**src/rtl/inv_mix_columns_seq_pkg.sv**
```systemverilog
// Shared constants, FSM encoding and GF(2^8) helper for the sequential InvMixColumns block.
package inv_mix_columns_seq_pkg;

    localparam int STATE_W = 128;
    localparam int COL_W   = 32;
    localparam int NCOLS   = 4;

    typedef enum logic [1:0] {
        ST_IDLE = 2'd0,
        ST_RUN  = 2'd1,
        ST_DONE = 2'd2
    } imc_state_e;

    // Multiply by x modulo x^8+x^4+x^3+x+1.
    function automatic logic [7:0] xtime(input logic [7:0] b);
        return {b[6:0], 1'b0} ^ (b[7] ? 8'h1b : 8'h00);
    endfunction

endpackage

```
**src/rtl/inv_mix_columns_seq_if.sv**
```systemverilog
// Upstream/downstream handshake bundle for inv_mix_columns_seq.
interface inv_mix_columns_seq_if;
    import inv_mix_columns_seq_pkg::*;

    logic               in_valid;
    logic               in_ready;
    logic [STATE_W-1:0] in_state;
    logic               in_bypass;
    logic               out_valid;
    logic               out_ready;
    logic [STATE_W-1:0] out_state;

    modport master (
        output in_valid, in_state, in_bypass, out_ready,
        input  in_ready, out_valid, out_state
    );

    modport slave (
        input  in_valid, in_state, in_bypass, out_ready,
        output in_ready, out_valid, out_state
    );

endinterface

```
**src/rtl/inv_mix_columns_seq_helper.sv**
```systemverilog
// Combinational inverse MixColumns on one 32-bit column, byte 0 in the MSB.
module MixColumnHelper
    import inv_mix_columns_seq_pkg::*;
(
    input  logic [31:0] col_in,
    output logic [31:0] col_out
);

    logic [3:0][7:0] a, m9, mb, md, me, r;

    genvar i;
    generate
        for (i = 0; i < 4; i++) begin : g_byte
            logic [7:0] x2, x4, x8;
            assign a[i]  = col_in[31-8*i -: 8];
            assign x2    = xtime(a[i]);
            assign x4    = xtime(x2);
            assign x8    = xtime(x4);
            assign m9[i] = x8 ^ a[i];
            assign mb[i] = x8 ^ x2 ^ a[i];
            assign md[i] = x8 ^ x4 ^ a[i];
            assign me[i] = x8 ^ x4 ^ x2;
            // Row i is the base row {0e,0b,0d,09} rotated right by i.
            assign r[i]  = me[i] ^ mb[(i+1)%4] ^ md[(i+2)%4] ^ m9[(i+3)%4];
            assign col_out[31-8*i -: 8] = r[i];
        end
    endgenerate

endmodule

```
**src/rtl/inv_mix_columns_seq.sv**
```systemverilog
// Column-serial InvMixColumns: one shared helper, four RUN cycles per state, optional bypass.
module inv_mix_columns_seq #(
    parameter int COL_W = 32
) (
    input  logic                  clk,
    input  logic                  rst,
    inv_mix_columns_seq_if.slave  bus,
    output logic                  busy
);
    import inv_mix_columns_seq_pkg::*;

    imc_state_e         state;
    logic [1:0]         col;
    logic               byp;
    logic [STATE_W-1:0] work;
    logic               out_valid_q;
    logic               busy_q;
    logic [COL_W-1:0]   col_in;
    logic [COL_W-1:0]   col_out;

    always_comb begin
        col_in = '0;
        case (col)
            2'd0: col_in = work[STATE_W-1         -: COL_W];
            2'd1: col_in = work[STATE_W-1-COL_W   -: COL_W];
            2'd2: col_in = work[STATE_W-1-2*COL_W -: COL_W];
            2'd3: col_in = work[STATE_W-1-3*COL_W -: COL_W];
            default: col_in = '0;
        endcase
    end

    MixColumnHelper u_helper (
        .col_in  (col_in),
        .col_out (col_out)
    );

    always_ff @(posedge clk) begin
        if (rst) begin
            state       <= ST_IDLE;
            col         <= '0;
            byp         <= 1'b0;
            work        <= '0;
            out_valid_q <= 1'b0;
            busy_q      <= 1'b0;
        end else begin
            case (state)
                ST_IDLE: begin
                    if (bus.in_valid) begin
                        work   <= bus.in_state;
                        byp    <= bus.in_bypass;
                        col    <= '0;
                        busy_q <= 1'b1;
                        if (bus.in_bypass) begin
                            state       <= ST_DONE;
                            out_valid_q <= 1'b1;
                        end else begin
                            state <= ST_RUN;
                        end
                    end
                end
                ST_RUN: begin
                    // A bypassed state never reaches RUN; the guard keeps it off the helper path regardless.
                    if (!byp) begin
                        case (col)
                            2'd0: work[STATE_W-1         -: COL_W] <= col_out;
                            2'd1: work[STATE_W-1-COL_W   -: COL_W] <= col_out;
                            2'd2: work[STATE_W-1-2*COL_W -: COL_W] <= col_out;
                            2'd3: work[STATE_W-1-3*COL_W -: COL_W] <= col_out;
                            default: ;
                        endcase
                    end
                    col <= col + 2'd1;
                    if (col == 2'd3) begin
                        state       <= ST_DONE;
                        out_valid_q <= 1'b1;
                    end
                end
                ST_DONE: begin
                    if (bus.out_ready) begin
                        state       <= ST_IDLE;
                        out_valid_q <= 1'b0;
                        busy_q      <= 1'b0;
                    end
                end
                default: begin
                    state       <= ST_IDLE;
                    out_valid_q <= 1'b0;
                    busy_q      <= 1'b0;
                end
            endcase
        end
    end

    // Gated by rst so the block never advertises readiness while held in reset.
    assign bus.in_ready  = (state == ST_IDLE) && !rst;
    assign bus.out_valid = out_valid_q;
    assign bus.out_state = work;
    assign busy          = busy_q;

endmodule

```
**src/flat_wrapper.sv**
```systemverilog
// flat-port wrapper written by rule: the top's interface ports become plain ports
module inv_mix_columns_seq_flat import inv_mix_columns_seq_pkg::*;
#(
    parameter int COL_W = 32
)
  (clk, rst, busy, bus_in_valid, bus_in_state, bus_in_bypass, bus_out_ready, bus_in_ready, bus_out_valid, bus_out_state);
  inv_mix_columns_seq_if bus_i ();
  input  logic clk;
  input  logic rst;
  output logic busy;
  input wire logic [$bits(bus_i.in_valid)-1:0] bus_in_valid;
  input wire logic [$bits(bus_i.in_state)-1:0] bus_in_state;
  input wire logic [$bits(bus_i.in_bypass)-1:0] bus_in_bypass;
  input wire logic [$bits(bus_i.out_ready)-1:0] bus_out_ready;
  output wire logic [$bits(bus_i.in_ready)-1:0] bus_in_ready;
  output wire logic [$bits(bus_i.out_valid)-1:0] bus_out_valid;
  output wire logic [$bits(bus_i.out_state)-1:0] bus_out_state;
  assign bus_i.in_valid = bus_in_valid;
  assign bus_i.in_state = bus_in_state;
  assign bus_i.in_bypass = bus_in_bypass;
  assign bus_i.out_ready = bus_out_ready;
  assign bus_in_ready = bus_i.in_ready;
  assign bus_out_valid = bus_i.out_valid;
  assign bus_out_state = bus_i.out_state;
  inv_mix_columns_seq #(.COL_W(COL_W)) u_core (.clk(clk), .rst(rst), .bus(bus_i), .busy(busy));
endmodule
```
**config.mk**
```make
export PLATFORM = sky130hd
export DESIGN_NAME = inv_mix_columns_seq_flat
export DESIGN_NICKNAME = d
export VERILOG_FILES = /design/src/rtl/inv_mix_columns_seq_pkg.sv /design/src/rtl/inv_mix_columns_seq_if.sv /design/src/rtl/inv_mix_columns_seq_helper.sv /design/src/rtl/inv_mix_columns_seq.sv /design/src/flat_wrapper.sv
export SDC_FILE = /design/constraint.sdc
export NUM_CORES = 1
export LEC_CHECK = 0
export ABC_AREA = 1
export CAP_MARGIN = 40
export CORE_ASPECT_RATIO = 0.7
export CORE_UTILIZATION = 50
export CTS_BUF_LIST = sky130_fd_sc_hd__clkbuf_16
export DETAILED_ROUTE_END_ITERATION = 7
export PLACE_DENSITY = 0.91
export SLEW_MARGIN = 20
export SYNTH_ARGS = -nofsm -noshare
export SYNTH_HDL_FRONTEND = slang
export SYNTH_SLANG_ARGS = --single-unit
```
**constraint.sdc**
```tcl
create_clock -name clk -period 3.45 [get_ports clk]
set_clock_uncertainty 0.05 [all_clocks]
set_input_delay 0.345 -clock clk [delete_from_list [all_inputs] [get_ports clk]]
set_output_delay 0.345 -clock clk [all_outputs]
set_load 0.02 [all_outputs]
```
# Yosys cells after proc, flatten, opt, wreduce, memory -nomap -nowiden
# Index checks and enable logic that the tools add are counted.
totals:
  out_inout_bits: 131
  reg_bits: 135
  elab_cells: 120
op_classes:
  add_sub_neg: 1
  n_reduce_logical: 14
  n_eq_ne: 13
  n_mux: 34
  bitwise: 49
op_table:
  columns: ["operator", "n"]
  rows:
  - ["bitwise XOR 8 bit", 37]
  - ["two-way mux 128 bit", 2]
  - ["case mux 128 bit (2 select lines)", 1]
  - ["two-way mux 32 bit", 4]
  - ["case mux 32 bit (4 select lines)", 1]
  - ["bitwise XOR 8 x 5 -> 8 bit", 11]
  - ["two-way mux 5 bit", 12]
  - ["AND reduction 4 bit", 5]
  - ["inequality test 2 bit, second input constant", 7]
  - ["two-way mux 2 bit", 5]
  - ["== test 2 bit, second input constant", 3]
  - ["case mux 1 bit (3 select lines)", 2]
  - ["case mux 2 bit (3 select lines)", 1]
  - ["AND reduction 3 bit", 2]
  - ["two-way mux 1 bit", 5]
  - ["== test 2 x 1 -> 1 bit, second input constant", 2]
  - ["zero test 2 bit", 2]
  - ["case mux 2 bit (2 select lines)", 1]
  - ["AND reduction 2 bit", 2]
  - ["adder 2 x 1 -> 2 bit, second input constant", 1]
  - ["inequality test 2 x 1 -> 1 bit, second input constant", 1]
  - ["nonzero test 2 bit", 1]
  - ["logical AND 1 bit", 1]
  - ["zero test 1 bit", 1]
  - ["inverter 1 bit", 1]

# Logic depth before layout (Yosys ltp)
logic_depth:
  word_depth: 16
  ltp_mapped: 23

# By module
# A second synthesis with hierarchy kept.
hier_totals:
  cells_unflattened: 1791
  hier_area_um2: 10576.4
by_module_without_submodules:
  columns: ["mod", "area_each_um2", "seq_area_each_um2", "cells_each", "instances"]
  rows:
  - ["inv_mix_columns_seq", 6960.4, 2702.6, 1112, 1]
  - ["MixColumnHelper", 3616.0, 0.0, 679, 1]

# Least setup slack after synthesis
# No wires, ideal clock.
synth_path:
  kind: "register -> register"
  startpoint: "reg u_core.col[0]"
  endpoint: "reg u_core.work[121] (netlist: u_core.bus.out_state[121])"
  setup_ps: 70
  synth_period_minus_slack_ps: 2418
  arrival_time_ps: 2298
  stages_incl_launch_ff: 20
  required_time_ps: 3330
  slack_ps: 1032
  path_cell_list: "dfxtp_1 inv_1 ha_1 buf_2 buf_4 nand2_1 nand2_2 o21ai_4 nand2_2 nand2_2 nand2_2 nand2_2 inv_2 nand2_1 nand2_1 xor2_1 inv_1 nand2_1 nand3_1 a21oi_1"
synth_via:
  elab_chain_cells: 14
  elab_cells_between_ends: 43
  cone_classes: "4 x eq/ne; 15 x mux; 22 x bitwise; 2 x reduce/logical"
synth_lines:
  columns: ["element", "line_no", "rtl"]
  rows:
  - ["from (decl)", "inv_mix_columns_seq.sv:13", "logic [1:0] col;"]
  - ["from (signal assigned)", "inv_mix_columns_seq.sv:72", "col <= col + 2'd1;"]
  - ["== test 2 bit (tied with other cells)", "inv_mix_columns_seq.sv:23", "case (col)"]
  - ["case mux 32 bit (4 select lines)", "inv_mix_columns_seq.sv:23", null]
  - ["bitwise XOR 8 bit or bitwise XOR 8 x 5 -> 8 bit (tied branches)", "inv_mix_columns_seq_pkg.sv:16", "return {b[6:0], 1'b0} ^ (b[7] ? 8'h1b : 8'h00);"]
  - ["two-way mux 5 bit or bitwise XOR 8 x 5 -> 8 bit (tied branches)", "inv_mix_columns_seq_pkg.sv:16", null]
  - ["bitwise XOR 8 x 5 -> 8 bit or two-way mux 5 bit (tied branches)", "inv_mix_columns_seq_pkg.sv:16", null]
  - ["bitwise XOR 8 x 5 -> 8 bit", "inv_mix_columns_seq_pkg.sv:16", null]
  - ["bitwise XOR 8 bit (on tied branches) (2 in a row)", "inv_mix_columns_seq_helper.sv:22, inv_mix_columns_seq_helper.sv:20", null]
  - ["bitwise XOR 8 bit (3 in a row)", "inv_mix_columns_seq_helper.sv:24", "assign r[i] = me[i] ^ mb[(i+1)%4] ^ md[(i+2)%4] ^ m9[(i+3)%4];"]
  - ["two-way mux 32 bit", "inv_mix_columns_seq.sv:64", "case (col)"]
  - ["two-way mux 128 bit", "inv_mix_columns_seq.sv:63", "if (!byp) begin"]
  - ["case mux 128 bit (2 select lines)", "inv_mix_columns_seq.sv:46", "case (state)"]
  - ["to (signal assigned)", "inv_mix_columns_seq.sv:49", "work <= bus.in_state;"]
  - ["to (signal, indexed assignment)", "inv_mix_columns_seq.sv:65", "2'd0: work[STATE_W-1 -: COL_W] <= col_out;"]
  - ["to (signal, indexed assignment)", "inv_mix_columns_seq.sv:66", "2'd1: work[STATE_W-1-COL_W -: COL_W] <= col_out;"]
  - ["to (decl)", "inv_mix_columns_seq.sv:15", "logic [STATE_W-1:0] work;"]
# Several ways; a longest one is shown, not always the timed one. The select of a mux whose other input is x is not followed.
# A chain may end at the register's enable or synchronous reset.

# Final worst setup path
layout_path:
  startpoint: "reg u_core.col[0]"
  endpoint: "reg u_core.work[8] (netlist: u_core.bus.out_state[8])"
layout_via:
  elab_chain_cells: 14
  elab_cells_between_ends: 40
  cone_classes: "4 x eq/ne; 12 x mux; 22 x bitwise; 2 x reduce/logical"
layout_lines:
  columns: ["element", "line_no"]
  rows:
  - ["== test 2 bit (tied with other cells)", "inv_mix_columns_seq.sv:23, inv_mix_columns_seq.sv:64"]
  - ["case mux 32 bit (4 select lines)", "inv_mix_columns_seq.sv:23"]
  - ["bitwise XOR 8 x 5 -> 8 bit (2 in a row)", "inv_mix_columns_seq_pkg.sv:16"]
  - ["two-way mux 5 bit", "inv_mix_columns_seq_pkg.sv:16"]
  - ["bitwise XOR 8 x 5 -> 8 bit", "inv_mix_columns_seq_pkg.sv:16"]
  - ["bitwise XOR 8 bit (on tied branches) (2 in a row)", "inv_mix_columns_seq_helper.sv:22, inv_mix_columns_seq_helper.sv:20"]
  - ["bitwise XOR 8 bit (3 in a row)", "inv_mix_columns_seq_helper.sv:24"]
  - ["two-way mux 32 bit", "inv_mix_columns_seq.sv:64"]
  - ["two-way mux 128 bit", "inv_mix_columns_seq.sv:63"]
  - ["case mux 128 bit (2 select lines)", "inv_mix_columns_seq.sv:46"]
# Several ways; a longest one is shown, not always the timed one. The select of a mux whose other input is x is not followed.

==> metrics.yaml <==
outcome:
  status: "finished with violations"
  violations: "DRC"
yosys:
  ys_seq_elements: 135
  synth_top_area_frac: 0.255
  ys_async_sr_fraction: 0
  yosysMostFrequentCell: "nand2_1"
  yosysSeqAreaShare: 0.255
  ys_types: 38
  synth_warnings: 0
  ys.flop_type: "dfxtp_1"
  syn_avg_cell_area_sq_um: 6.14
  synth_edf_count: 0
  synth_area_leaders: "dfxtp_1 25%, nand2_1 21%, a21oi_1 13%, o21ai_0 6.2%, xor2_1 5.9%"
  syn_nets: 1864
  synth_area_leader_cell: "dfxtp_1"
  yosys-top-cells-count: "603 x nand2_1, 270 x a21oi_1, 135 x dfxtp_1"
  syn_area_sq_mm: 0.0106
  syn-instance-count: 1727
drt:
  viasPerCell: 6.07
  wirelength_mm: 47.6
  drtPass1Iterations: 8
  wl_per_cell_microns: 21.0
  vias: 13800
  ant_nets: 0
  drcViolationCount: 7
  drt_iter0_drc: 2199
clock_tree:
  cts_setup_buffers: 0
  root_buffer: "clkbuf_16"
  cts_buffer_depth: 2
  cts_tree: "done"
  cts_inserted_buffers: 17
  worst_skew_pair.late_latency_ns: 0.44
  cts_hold_buf: 0
  clkTransAtPathRegs_ns: 0.06
  h-tree-depth: 4
  cts_resized: 0
  clock_sinks: 135
worst_setup_path:
  cp_max_fo: 26
  worstPathArrival_ns: 3.58
  cp_slowest_cell: "o21ai_1"
  cp_num_buf_inv: 5
  crit_path_end_kind: "register"
  worst_ep_required_time_ns: 3.68
  slowest_delay_ns: 0.51
  path_cells: "inv_1 -> ha_2 -> bufinv_16 -> buf_4 -> nor2_1 -> o21bai_2 -> buf_4 -> nand2_1 -> nand2_4 -> xor2_2 -> xor2_1 -> inv_1 -> o21ai_1 -> a21oi_1"
  startpoint_type: "register"
  criticalPathCategory: "register to register"
  crit_family: "buffers and inverters"
global_routing:
  antenna_found_initial: 0
  gr-usage-all-layers: 0.427
  globalRouteOverflowTotal: 0
  first_global_vias: 12400
  grt_pass1_wl_mm: 70.4
  grt_max_degree: 83
sta:
  fmax_mhz: 298
  worstMarginPinSlew_ns: 0.873
  min_period_ns: 3.35
  tns_ns: 0
  slew_violations: 0
  fin_crit_sh: 0.971
  slew_headroom: 0.418
  setup_viol_count_final: 0
  hold_violations: 0
floorplanning:
  chipWidth_microns: 176
  start_util: 0.511
  dieArea_sq_mm: 0.0218
  num_rows: 44
  core_area_sq_mm: 0.0208
  io_pins: 264
  die_h_microns: 124
hold_path:
  hold_class: "register to register"
final_layout:
  layout.nets: 2116
  layout.cells.non_filler: 2267
  layout-drive-gt1-share: 0.0994
  postLayoutCoreUtil: 0.692
  n_antenna_cell: 0
  nFillCells: 1707
  area_growth_pct: 35.4
place:
  place.gp.congestion: 1.02
  dp_hpwl_mm: 35.2
  io_buffers: 263
  place_inst: 2236
flow_run:
  drv_cap: 0
per-layer routing:
layer	vias up	wire, microns	global-route usage
met2	1233	20200	0.649
met1	6163	18000	0.556
li1	6136	-	-
met4	0	2750	0.255
met5	-	0	0
met3	229	6650	0.0971
final timing paths:
path,endpoint,start,depth (start not counted),slack [ns]
setup / recovery,u_core.bus.out_state[8],u_core.col[0],14,0.1
hold / removal,u_core.busy,u_core.busy,2,0.44
setup reg to reg,u_core.bus.out_state[8],u_core.col[0],14,0.1
hold reg to reg,u_core.busy,u_core.busy,2,0.44
flip-flops by register name, indices dropped and copies added (netlist names):
register and count:
u_core.bus.out_state 128, u_core.bus.out_valid 1, u_core.busy 1, u_core.byp 1
u_core.col 2, u_core.state 2
through the flow:
step	worst slack [ns]	cell area (sq um)	hold slack (ns)
after global placement	0.247	13700	0.412
after CTS	0.0967	14300	0.445
after detailed placement	0.135	13700	0.425
after global routing	-0.0556	14400	0.476
final	0.0996	14400	0.445
after floorplan	1.03	10600	0.432
logic make-up after synthesis:
| group | share of synthesized area |
|---|---|
| AOI/OAI and AO/OA | 0.220 |
| xor gates and xnor gates | 0.100 |
| DFF | 0.255 |
| buffers and inverters | 0.0686 |
| adders and majority gates | 0.00472 |
| and+or+nand+nor | 0.352 |
worst min-delay path: cells and delay by family (launching register included):
family             cells  cell delay [ns]
AOI/OAI and AO/OA      2             0.13
DFF                    1             0.31
placed cells by master, fill, tap and decap left out, drive strengths merged:
| cell | instances |
|---|---|
| clkdlybuf4s50 | 263 |
| o22ai | 1 |
| buf | 47 |
| nand2b | 2 |
| xnor2 | 40 |
| nand3 | 118 |
| a211oi | 3 |
| bufinv | 5 |
| nand3b | 7 |
| ha | 4 |
| nor2 | 100 |
| clkinv | 3 |
| o21bai | 16 |
| dfxtp | 135 |
| xor2 | 75 |
| or2 | 6 |
| inv | 99 |
| clkinvlp | 1 |
| nand2 | 636 |
| a31oi | 2 |
| clkbuf | 17 |
| nor3 | 1 |
| a21oi | 270 |
| o21ai | 140 |
area by class of cell:
cell class | instances | area [sq um] | share of cell area
clock buffer | 17 | 425 | 0.0296
clock inverter | 14 | 209 | 0.0146
inverter | 94 | 382 | 0.0266
multi-input combinational | 1421 | 7260 | 0.506
sequential | 135 | 2700 | 0.188
tap | 276 | 345 | 0.0240
timing repair buffer | 310 | 3040 | 0.211
Power is left out: the tool's default activity adds up to more than one toggle a clock period on the data nets, which glitch-free logic cannot reach.
